--- src/rtl/state_sequencer.sv ---
// Instruction sequencer: FETCH -> EXEC1 -> EXEC2 -> FETCH, with stall hold and an absorbing HALT.
// Define STATE_SEQUENCER_WATCHDOG_EN to add a consecutive-stall watchdog that forces HALT.
// state_o encoding: 2'd0 FETCH, 2'd1 EXEC1, 2'd2 EXEC2, 2'd3 HALT.
module state_sequencer #(
    parameter int unsigned WATCHDOG_LIMIT = 1024
) (
    input  logic        clk,
    input  logic        reset,
    input  logic        ram_access_i,
    input  logic        waitrequest_i,
    input  logic        muldiv_busy_i,
    input  logic        halt_i,
    output logic [1:0]  state_o,
    output logic        advance_o,
    output logic        stall_o,
    output logic        active_o,
    output logic [31:0] retired_o,
    output logic        timeout_o
);

    typedef enum logic [1:0] {
        FETCH = 2'd0,
        EXEC1 = 2'd1,
        EXEC2 = 2'd2,
        HALT  = 2'd3
    } state_t;

    if (WATCHDOG_LIMIT < 2 || WATCHDOG_LIMIT > 65535) begin : g_bad_limit
        $error("state_sequencer: WATCHDOG_LIMIT must be in 2..65535");
    end

    state_t      r_state;
    logic [31:0] r_retired;
    logic        r_active;
    logic        w_stall;
    logic        w_advance;

    // muldiv_busy_i only matters in EXEC2; nothing stalls once halted.
    assign w_stall   = (r_state != HALT) &&
                       ((ram_access_i && waitrequest_i) || (r_state == EXEC2 && muldiv_busy_i));
    assign w_advance = (r_state != HALT) && !w_stall;

`ifdef STATE_SEQUENCER_WATCHDOG_EN
    localparam logic [15:0] WD_LIMIT = 16'(WATCHDOG_LIMIT);

    logic [15:0] r_wd_cnt;
    logic        r_timeout;
    logic [15:0] w_wd_next;
    logic        w_wd_fire;

    assign w_wd_next = r_wd_cnt + 16'd1;
    assign w_wd_fire = w_stall && (w_wd_next == WD_LIMIT);
    assign timeout_o = r_timeout;
`else
    assign timeout_o = 1'b0;
`endif

    always_ff @(posedge clk or posedge reset) begin
        if (reset) begin
            r_state   <= FETCH;
            r_retired <= 32'd0;
            r_active  <= 1'b1;
`ifdef STATE_SEQUENCER_WATCHDOG_EN
            r_wd_cnt  <= 16'd0;
            r_timeout <= 1'b0;
`endif
        end else begin
            unique case (r_state)
                FETCH: begin
                    if (w_advance) r_state <= EXEC1;
                end
                EXEC1: begin
                    if (w_advance) r_state <= EXEC2;
                end
                EXEC2: begin
                    if (w_advance) begin
                        r_retired <= r_retired + 32'd1;
                        if (halt_i) begin
                            r_state  <= HALT;
                            r_active <= 1'b0;
                        end else begin
                            r_state <= FETCH;
                        end
                    end
                end
                HALT: begin
                    r_state <= HALT;
                end
            endcase
`ifdef STATE_SEQUENCER_WATCHDOG_EN
            if (w_stall) r_wd_cnt <= w_wd_next;
            else         r_wd_cnt <= 16'd0;
            // Overrides the hold above; a stalled cycle never retires, so retired_o is untouched.
            if (w_wd_fire) begin
                r_state   <= HALT;
                r_active  <= 1'b0;
                r_timeout <= 1'b1;
            end
`endif
        end
    end

    assign state_o   = r_state;
    assign advance_o = w_advance;
    assign stall_o   = w_stall;
    assign active_o  = r_active;
    assign retired_o = r_retired;

endmodule

--- config.mk ---
export PLATFORM = sky130hd
export DESIGN_NAME = state_sequencer
export DESIGN_NICKNAME = d
export VERILOG_FILES = /design/src/rtl/state_sequencer.sv
export SDC_FILE = /design/constraint.sdc
export NUM_CORES = 1
export LEC_CHECK = 0
export ABC_AREA = 1
export CAP_MARGIN = 15
export CORE_MARGIN = 4
export CORE_UTILIZATION = 50
export CTS_CLUSTER_DIAMETER = 120
export DETAILED_ROUTE_END_ITERATION = 10
export DONT_BUFFER_PORTS = 1
export HOLD_SLACK_MARGIN = 0.08
export SLEW_MARGIN = 20
export SYNTH_ARGS = -nofsm -noshare
export SYNTH_HDL_FRONTEND = slang
export SYNTH_SLANG_ARGS = --single-unit
export TNS_END_PERCENT = 10
--- constraint.sdc ---
create_clock -name clk -period 3.7 [get_ports clk]
set_input_delay 0.37 -clock clk [delete_from_list [all_inputs] [get_ports clk]]
set_output_delay 0.37 -clock clk [all_outputs]
set_load 0.1 [all_outputs]
==> metrics <==
Die W 71.6 um; Achievable Freq 387 MHz; skew final 0.0122 ns; Inst Count DP 337; die area 5130 um^2; largest net degree at the start of global routing 36; P&R area growth vs syn 17.0%; vias in the first global route 1,591; Num Clock Sinks 35; clock-pin slew on the worst setup and hold paths 0.08 ns; RSZ-0062 raised after global routing no; # diodes 0; launching point of the worst reg2reg path retired_o[18]$_DFFE_PP0P_; clock period minus final worst setup slack 2.59 ns; Port Buf Inserts 0; Post-Route Setup TNS 0 ns; Static Leak 1.16 nW; post-synth cell types 28; DRC 0; Final Cycle Share 69.9%; crit path max fanout 5; adder and majority gate portion of the synthesized area 0.619%; H-tree lvl count 2; clk_lat worst skew 0.29 ns; xor and xnor area share after synthesis 8.23%; global-route wire length before repair 7430 um; GPL Wtd Cong 0.828; largest family of logic cells by synthesized area simple AND/OR/NAND/NOR gates; antenna viol nets, final 0; crit path capture stall_o; Worst setup SP type flip-flop; vias 1,685; max cap viols 0; sequence of cells on the critical path buf_4 -> inv_2 -> nand2_1 -> o21ai_0 -> a21oi_2 -> buf_4 -> a21oi_2 -> buf_4; data arrival time of the critical path 2.22 ns; CTS tree done; final slew viol count 0; Req. time, crit path 3.33 ns; post-synthesis simple-gate area fraction 36.4%; final instance count without filler cells 345; Site Rows 22; Slowest cell on crit path o21ai_0; post-synth net total 271; most used cell, CP buf_4; final design instance area without fill 2360 um^2; post-synthesis sequential area ratio 43.4%; Detailed Route WL 4420 um; CTS buffer count 5; flop-to-flop setup slack 1.57 ns; Yosys reg bits 35; Worst-Margin Slew 1.01 ns; DR vias/cell 4.88; Critical Path End Type primary output; RR Endpoint retired_o[31]$_DFFE_PP0P_; Post-Syn Area 2020 um^2; area occupied by multi-input gates 980 um^2; Avg Inst Size Synth 7.66 um^2; Reg area 877 um^2; CTS resizes 0; Synth Warn # 0; Pre-Repair DR Iteration Count 4; max_slew headroom 32.6%; number of post-CTS setup repair buffers 0; DP HPWL 3400 um; Hold Vio Cnt, Final 0; core area 3770 um^2; CP max stage delay 0.43 ns; CP Class flip-flop to primary output; grt total ovfl 0; Worst IR Drop VDD 0.861 mV; Reg2Reg Depth 8; Fillers 355; Hold WC Path Type primary input to asynchronous set/reset pin; crit path from state_o[0]$_DFFE_PP0P_; setup violators final 0; CTS max path bufs 2; clock root cell clkbuf_8; initial antenna violation count 0; IO Count 44; cts hold-fix bufs 0; wire per inst 12.8 um; mux contribution to synthesized area 0%; Iter 0 DRT Violations 121; placed cell area 2270 um^2; Hold Slack 0.0642 ns; compound-gate portion of the synthesized area 2.66%; initial core utilization 53.6%; nets 303; power per cell area 571 nW/um^2; Global Route Usage Sum 18.6%; layout cells sized above 1 20.5%; die height 71.6 um; outcome completed; Mapped Cells 264
-- metrics by stage --
step,setup slack [ns],utilization (%),power [mW]
floorplan,0.425,-,0.966
global placement,1.46,60.3,1.07
detailed placement,1.42,60.3,1.07
CTS,1.10,62.7,1.37
global route,0.992,62.7,1.41
finish,1.11,62.7,1.35
-- layout make-up --
class	count	share of cell area, %
clock inverter	1	0.212
tap	48	2.54
sequential	35	37.1
multi-input combinational	186	41.4
inverter	41	6.51
clock buffer	7	3.65
timing repair buffer	27	8.57
-- registers in the layout, summed over array words and instances (netlist names) --
name	cells
retired_o	32
state_o	2
active_o	1
-- worst min-delay path by stage --
stage                     startpoint                   endpoint  slack [ns]  depth (start not counted)
after CTS                      reset  retired_o[13]$_DFFE_PP0P_        0.08                          2
after global routing           reset  retired_o[13]$_DFFE_PP0P_        0.12                          2
after detailed placement       reset  retired_o[31]$_DFFE_PP0P_        0.40                          2
after global placement         reset  retired_o[31]$_DFFE_PP0P_        0.39                          2
final                          reset  retired_o[25]$_DFFE_PP0P_        0.06                          2
after floorplan               halt_i       active_o$_DFFE_PP1P_        0.48                          3
-- per-layer routing --
layer,global-route usage (%),wire length (um),vias to the layer above
met3,6.45,343,6
met1,25.1,2040,765
met4,5.64,58,0
li1,-,-,871
met2,28.2,1980,43
met5,0,0,-
-- where the power goes --
group          leakage, nW  internal, mW  switching, mW
sequential           0.442         0.418         0.0161
combinational        0.666         0.111          0.518
clock               0.0482         0.150          0.139
-- cells in the mapped netlist --
cell	n	area share, %
ha_1	1	0.62
nor3_1	3	0.74
xor2_1	14	6.1
nand3_4	1	0.87
o22ai_1	1	0.31
nor2_2	7	2.2
o21ai_1	1	0.25
inv_2	3	0.56
xnor2_1	5	2.2
nand3_2	2	0.99
nand2_1	71	13
buf_6	1	0.56
dfrtp_1	34	42
a21oi_1	2	0.50
nor2_1	33	6.1
buf_4	1	0.37
nor3_2	1	0.50
nor2_4	5	2.8
nand4_1	7	2.2
conb_1	1	0.19
nand3b_1	1	0.37
inv_1	38	7.1
nand2_4	1	0.56
dfstp_2	1	1.3
o21ai_0	5	1.2
nand2_2	4	1.2
nand3_1	19	4.7
a21boi_0	1	0.37
-- kinds of logic after synthesis --
group,Yosys count
AND/OR/NAND/NOR,155
flip-flops,35
buffers and inverters,43
adder cells (fa/ha/maj),1
AO/OA/AOI/OAI,10
other,1
XOR/XNOR,19
-- worst max-delay path: cells and delay by family, from the launching register on --
kind / cells / cell delay, ns
AO/OA/AOI/OAI: 3 / 0.60
buffers and inverters: 4 / 0.89
flip-flops: 1 / 0.36
AND/OR/NAND/NOR: 1 / 0.07
-- layout by cell type (no fill, tap or decap), types with 5 or more instances in the layout --
cell / count
nand4_1: 7
clkbuf_8: 6
nor2_4: 5
buf_4: 27
o21ai_0: 5
dfrtp_1: 34
xor2_1: 14
inv_1: 38
nor2_1: 33
xnor2_1: 5
nand3_1: 19
nor2_2: 7
nand2_1: 71
No activity file was read; power rests on OpenSTA's default activity.
==> RTL edit 1: new RTL, same settings <==
Add an input register stage for `muldiv_busy_i`; this delays it by one clock. The other inputs are not delayed to match.
--- a/src/rtl/state_sequencer.sv
+++ b/src/rtl/state_sequencer.sv
@@ -26,4 +26,10 @@
     } state_t;
 
+    logic muldiv_busy_q;
+
+    always_ff @(posedge clk) begin
+        muldiv_busy_q <= muldiv_busy_i;
+    end
+
     if (WATCHDOG_LIMIT < 2 || WATCHDOG_LIMIT > 65535) begin : g_bad_limit
         $error("state_sequencer: WATCHDOG_LIMIT must be in 2..65535");
@@ -38,5 +44,5 @@
     // muldiv_busy_i only matters in EXEC2; nothing stalls once halted.
     assign w_stall   = (r_state != HALT) &&
-                       ((ram_access_i && waitrequest_i) || (r_state == EXEC2 && muldiv_busy_i));
+                       ((ram_access_i && waitrequest_i) || (r_state == EXEC2 && muldiv_busy_q));
     assign w_advance = (r_state != HALT) && !w_stall;
 
Formal check against the unedited RTL: not equivalent (Yosys sat finds a counterexample within 4 cycles, from zero or initial values and one cycle with reset high).
==> RTL edit 1 against the unedited design <==
Design area grew 1.6%; clock skew shrank 0.0090 ns; highest routed layer unchanged; area after synthesis grew 0.99%; largest cell class unchanged; non-clock buffer count grew 2; sequential power grew 1%; fmax shrank 1.8%; wire length grew 0.36%; die area grew 0.88%; global-route usage grew 0.46 points; power grew 0.73%; sequential cell count grew 1; worst setup slack lost 0.046 ns; synthesized cell count grew 0.38%; first-iteration DRC count grew 3.3%.
==> RTL edit 1: results (changes against the unedited design) <==
| Metric | Value |
|---|---|
| Flop pwr share | 32.2% (about the same) |
| Placed Cells incl. Taps | 339 (+0.59%) |
| Synth Area in XOR/XNOR | 8.15% (-0.081 points) |
| Highest clock rate | 0.380 GHz (-1.8%) |
| Worst R2R Path Depth | 7 (-1) |
| Filler cells | 390 (+9.9%) |
| Seq/Total Area, Yosys | 43.9% (+0.56 points) |
| Worst slew margin | 33.0% (+0.38 points) |
| First-pass GRT wire length | 7720 um (+3.9%) |
| Outcome | completed |
| Reg2reg start | retired_o[14] |
| Initial DRC count | 125 (+3.3%) |
| Hold Path Class | in -> reg |
| Top cells by area, synth | dfrtp_1 42%, nand2_1 13%, inv_1 7.0% |
| Synth Area in Compound Gates | 2.63% (-0.026 points) |
| Max VDD drop | 1.00 mV (+17%) |
| Met3 wire len | 352 um (+2.6%) |
| Switching part of the total | 49.5% (-0.25 points) |
| GRT Total Usage | 19.1% (+0.46 points) |
| Avg Synthesized Cell Area | 7.71 sq um (+0.61%) |
| Detailed-route wire length per cell | 12.8 um (-0.50%) |
| Routability congestion estimate | 0.835 (+0.86%) |
| Synth async-reset ratio | 97.2% (-2.8 points) |
| Avg Vias per Cell | 4.86 (-0.57%) |
| Count of different cell masters after synthesis | 29 (+3.6%) |
| Power Internal | 0.687 mW (+1.2%) |
| Via count | 1690 (+0.30%) |
| Leakage | 1.18 nW (+1.7%) |
| Met2 routed WL | 2020 um (+1.9%) |
| Crit path DAT | 2.26 ns (+0.04 ns) |
| Share of cells above drive strength 1 | 21.0% (+0.46 points) |
| Power Combinational | 0.633 mW (+0.8%) |
RTL edit 1: layout make-up:
class | instances | area, sq um | area share, %
sequential | 36 | 897 | 37.3
clock buffer | 6 | 82.6 | 3.44
multi-input combinational | 186 | 980 | 40.8
tap | 48 | 60.1 | 2.50
inverter | 41 | 154 | 6.40
timing repair buffer | 29 | 220 | 9.16
clock inverter | 2 | 10.0 | 0.416
RTL edit 1: per-layer routing:
metal / up-vias / GRT usage [%]
li1: 876 / -
met1: 766 / 23.8
met4: 0 / 6.26
met2: 42 / 30.0
met3: 6 / 7.89
met5: - / 0
RTL edit 1: timing repair:
item / in CTS / in global routing
endpoints found under the setup margin: 0 / 0
endpoints found under the hold margin: 11 / 0
hold buffers: 1 / 0
setup buffers: 0 / 0
RTL edit 1: worst max-delay path, cell delays in order (launching register included):
cell     delay (ns)
dfrtp_1        0.36
buf_4          0.24
inv_2          0.12
nand2_1        0.07
o21ai_0        0.44
a21oi_2        0.05
buf_4          0.26
a21oi_2        0.13
buf_4          0.29
==> RTL edit 2: new RTL, same flow settings <==
Made on the original files. Build with the macro `STATE_SEQUENCER_WATCHDOG_EN` defined.
--- a/src/rtl/state_sequencer.sv
+++ b/src/rtl/state_sequencer.sv
@@ -2,4 +2,6 @@
 // Define STATE_SEQUENCER_WATCHDOG_EN to add a consecutive-stall watchdog that forces HALT.
 // state_o encoding: 2'd0 FETCH, 2'd1 EXEC1, 2'd2 EXEC2, 2'd3 HALT.
+`define STATE_SEQUENCER_WATCHDOG_EN
+
 module state_sequencer #(
     parameter int unsigned WATCHDOG_LIMIT = 1024
Formal check against the unedited RTL: no difference found for any inputs over 10 cycles, from zero or initial values and one cycle with reset high; that may be too few to reach the edited logic, so the function may still have changed.
==> RTL edit 2 against the unedited design <==
First-iteration DRC count fell by 16%; synthesized cell count rose by 34%; worst setup slack improved by 0.28 ns; area after synthesis rose by 42%; sequential cell count rose by 17; wire length rose by 34%; power fell by 33%; clock skew fell by 0.0016 ns; hold slack improved by 0.17 ns; design area rose by 39%; largest cell class unchanged.
==> RTL edit 2: results (changes against the unedited design) <==
| Metric | Value |
|---|---|
| Outcome | completed |
| Reg2Reg Capture Point | retired_o[30] |
| Share of cells above drive strength 1 | 17.2% (-3.4 points) |
| Highest routed metal layer | met4 |
| Crit path DAT | 2.46 ns (+0.24 ns) |
| Worst Tran Pin Value | 0.952 ns (-0.0587 ns) |
| Met3 wire len | 347 um (+1.2%) |
| GRT Total Usage | 17.7% (-0.88 points) |
| Detailed Place HPWL | 4570 um (+34%) |
| Filler cells | 542 (+53%) |
| Routing usage on met3 | 5.13% (-1.3 points) |
| Hold Path Depth | 3 |
| Initial DRC count | 102 (-16%) |
| Placed Cells incl. Taps | 459 (+36%) |
| Top cells by area, synth | dfrtp_1 45%, nand2_1 12%, inv_1 5.9% |
| IO Port Bufs | 0 (unchanged) |
| Layout net count | 403 (+33%) |
| Via count | 2314 (+37%) |
| Met2 routed WL | 2480 um (+25%) |
| Grt met2 use | 26.3% (-1.8 points) |
| Worst R2R Path Depth | 11 (+3) |
| Hold Path Class | in -> reg |
| First-pass GRT wire length | 10200 um (+38%) |
| Seq/Total Area, Yosys | 45.4% (+2.0 points) |
| Leakage | 1.64 nW (+41%) |
| Max VDD drop | 0.233 mV (-73%) |
| Gate Count Post-Synth | 355 (+34%) |
| Finished Layout Cells | 468 (+36%) |
| Routability congestion estimate | 0.814 (-1.7%) |
| Switching part of the total | 21.7% (-28 points) |
| GR Util met1 | 25.7% (+0.56 points) |
| Yosys warns | 0 (unchanged) |
| Commonest non-fill, non-tap cell in the layout | nand2_1 |
| Antenna cells | 0 (unchanged) |
| Setup repair bufs after CTS | 0 (unchanged) |
| Final hold vios | 0 (unchanged) |
| GRT Residual Overflow | 0 (unchanged) |
| Synth cell count leaders | 90 x nand2_1, 51 x dfrtp_1, 45 x inv_1, 42 x nor2_1, 24 x nand3_1 |
| DRT Wirelength | 5900 um (+34%) |
| Reg2reg start | state_o[0] |
| Largest net degree at the start of global routing | 34 (-5.6%) |
| Number of flip-flops under the largest register name | 32 (unchanged) |
| Clock Skew | 0.0106 ns (-0.00162 ns) |
| Crit-path max FO | 17 (+12) |
| Clk_lat worst skew | 0.30 ns |
| Antenna violations before repair | 0 (unchanged) |
| Root buffer cell | clkbuf_8 |
| Critical path's top delay family | simple AND/OR/NAND/NOR gates |
| Register-to-register setup slack | 1.39 ns (-0.18 ns) |
| Worst path max stage delay | 0.33 ns (-0.10 ns) |
| TritonCTS Buffers | 5 (unchanged) |
| CTS H-tree depth | 2 (unchanged) |
| Count of different cell masters after synthesis | 31 (+11%) |
| WL met1 | 3030 um (+49%) |
| Slowest-stage cell, CP | dfrtp_1 |
| Crit Path Category | reg -> reg |
| Vias in the first global route | 2198 (+38%) |
==> RTL edit 2: tightest hold or removal path, delay by kind of cell <==
family        cells  cell delay (ns)
simple gates      2             0.13
buf+inv           1             0.04
==> RTL edit 2: area by class of cell <==
class,count,share of cell area [%]
clock inverter,1,0.152
tap,72,2.74
sequential,52,39.6
timing repair buffer,36,8.30
clock buffer,7,2.32
multi-input combinational,252,41.4
inverter,48,5.48
==> RTL edit 2: repair_timing <==
item                      CTS  global route
hold endpoints to repair   19             0
gates resized for setup     0             0
hold buffers                1             0
==> RTL edit 2: how the worst min path moves through the flow <==
stage / startpoint / to / slack, ns
final: halt_i / active_o / 0.23
after global routing: halt_i / active_o / 0.23
after CTS: halt_i / active_o / 0.23
after detailed placement: reset / state_o[1] / 0.28
after global placement: reset / state_o[1] / 0.28
after floorplan: r_wd_cnt[0] / r_wd_cnt[0] / 0.45
==> RTL edit 2: cell families after synthesis <==
logic type | count (synthesis) | share of synthesized area (%)
flip-flops | 52 | 45.4
XOR/XNOR | 32 | 9.77
AO/OA/AOI/OAI | 19 | 3.58
AND/OR/NAND/NOR | 199 | 33.1
buffers and inverters | 51 | 7.29
adder cells (fa/ha/maj) | 2 | 0.872
==> RTL edit 2: stage by stage <==
step / setup slack, ns / cell area [sq um]
after floorplan: 0.755 / 2870
after global placement: 1.49 / 3190
after detailed placement: 1.41 / 3190
after CTS: 1.38 / 3290
after global routing: 1.22 / 3290
final: 1.39 / 3290
==> RTL edit 2: power groups by stage <==
stage	clock [mW]	sequential [mW]	combinational, mW
2_1_floorplan	0	0.579	0.0103
3_3_place_gp	0	0.579	0.0151
3_5_place_dp	0	0.579	0.0152
4_1_cts	0.331	0.568	0.0162
5_1_grt	0.358	0.568	0.0181
6_report	0.316	0.568	0.0147
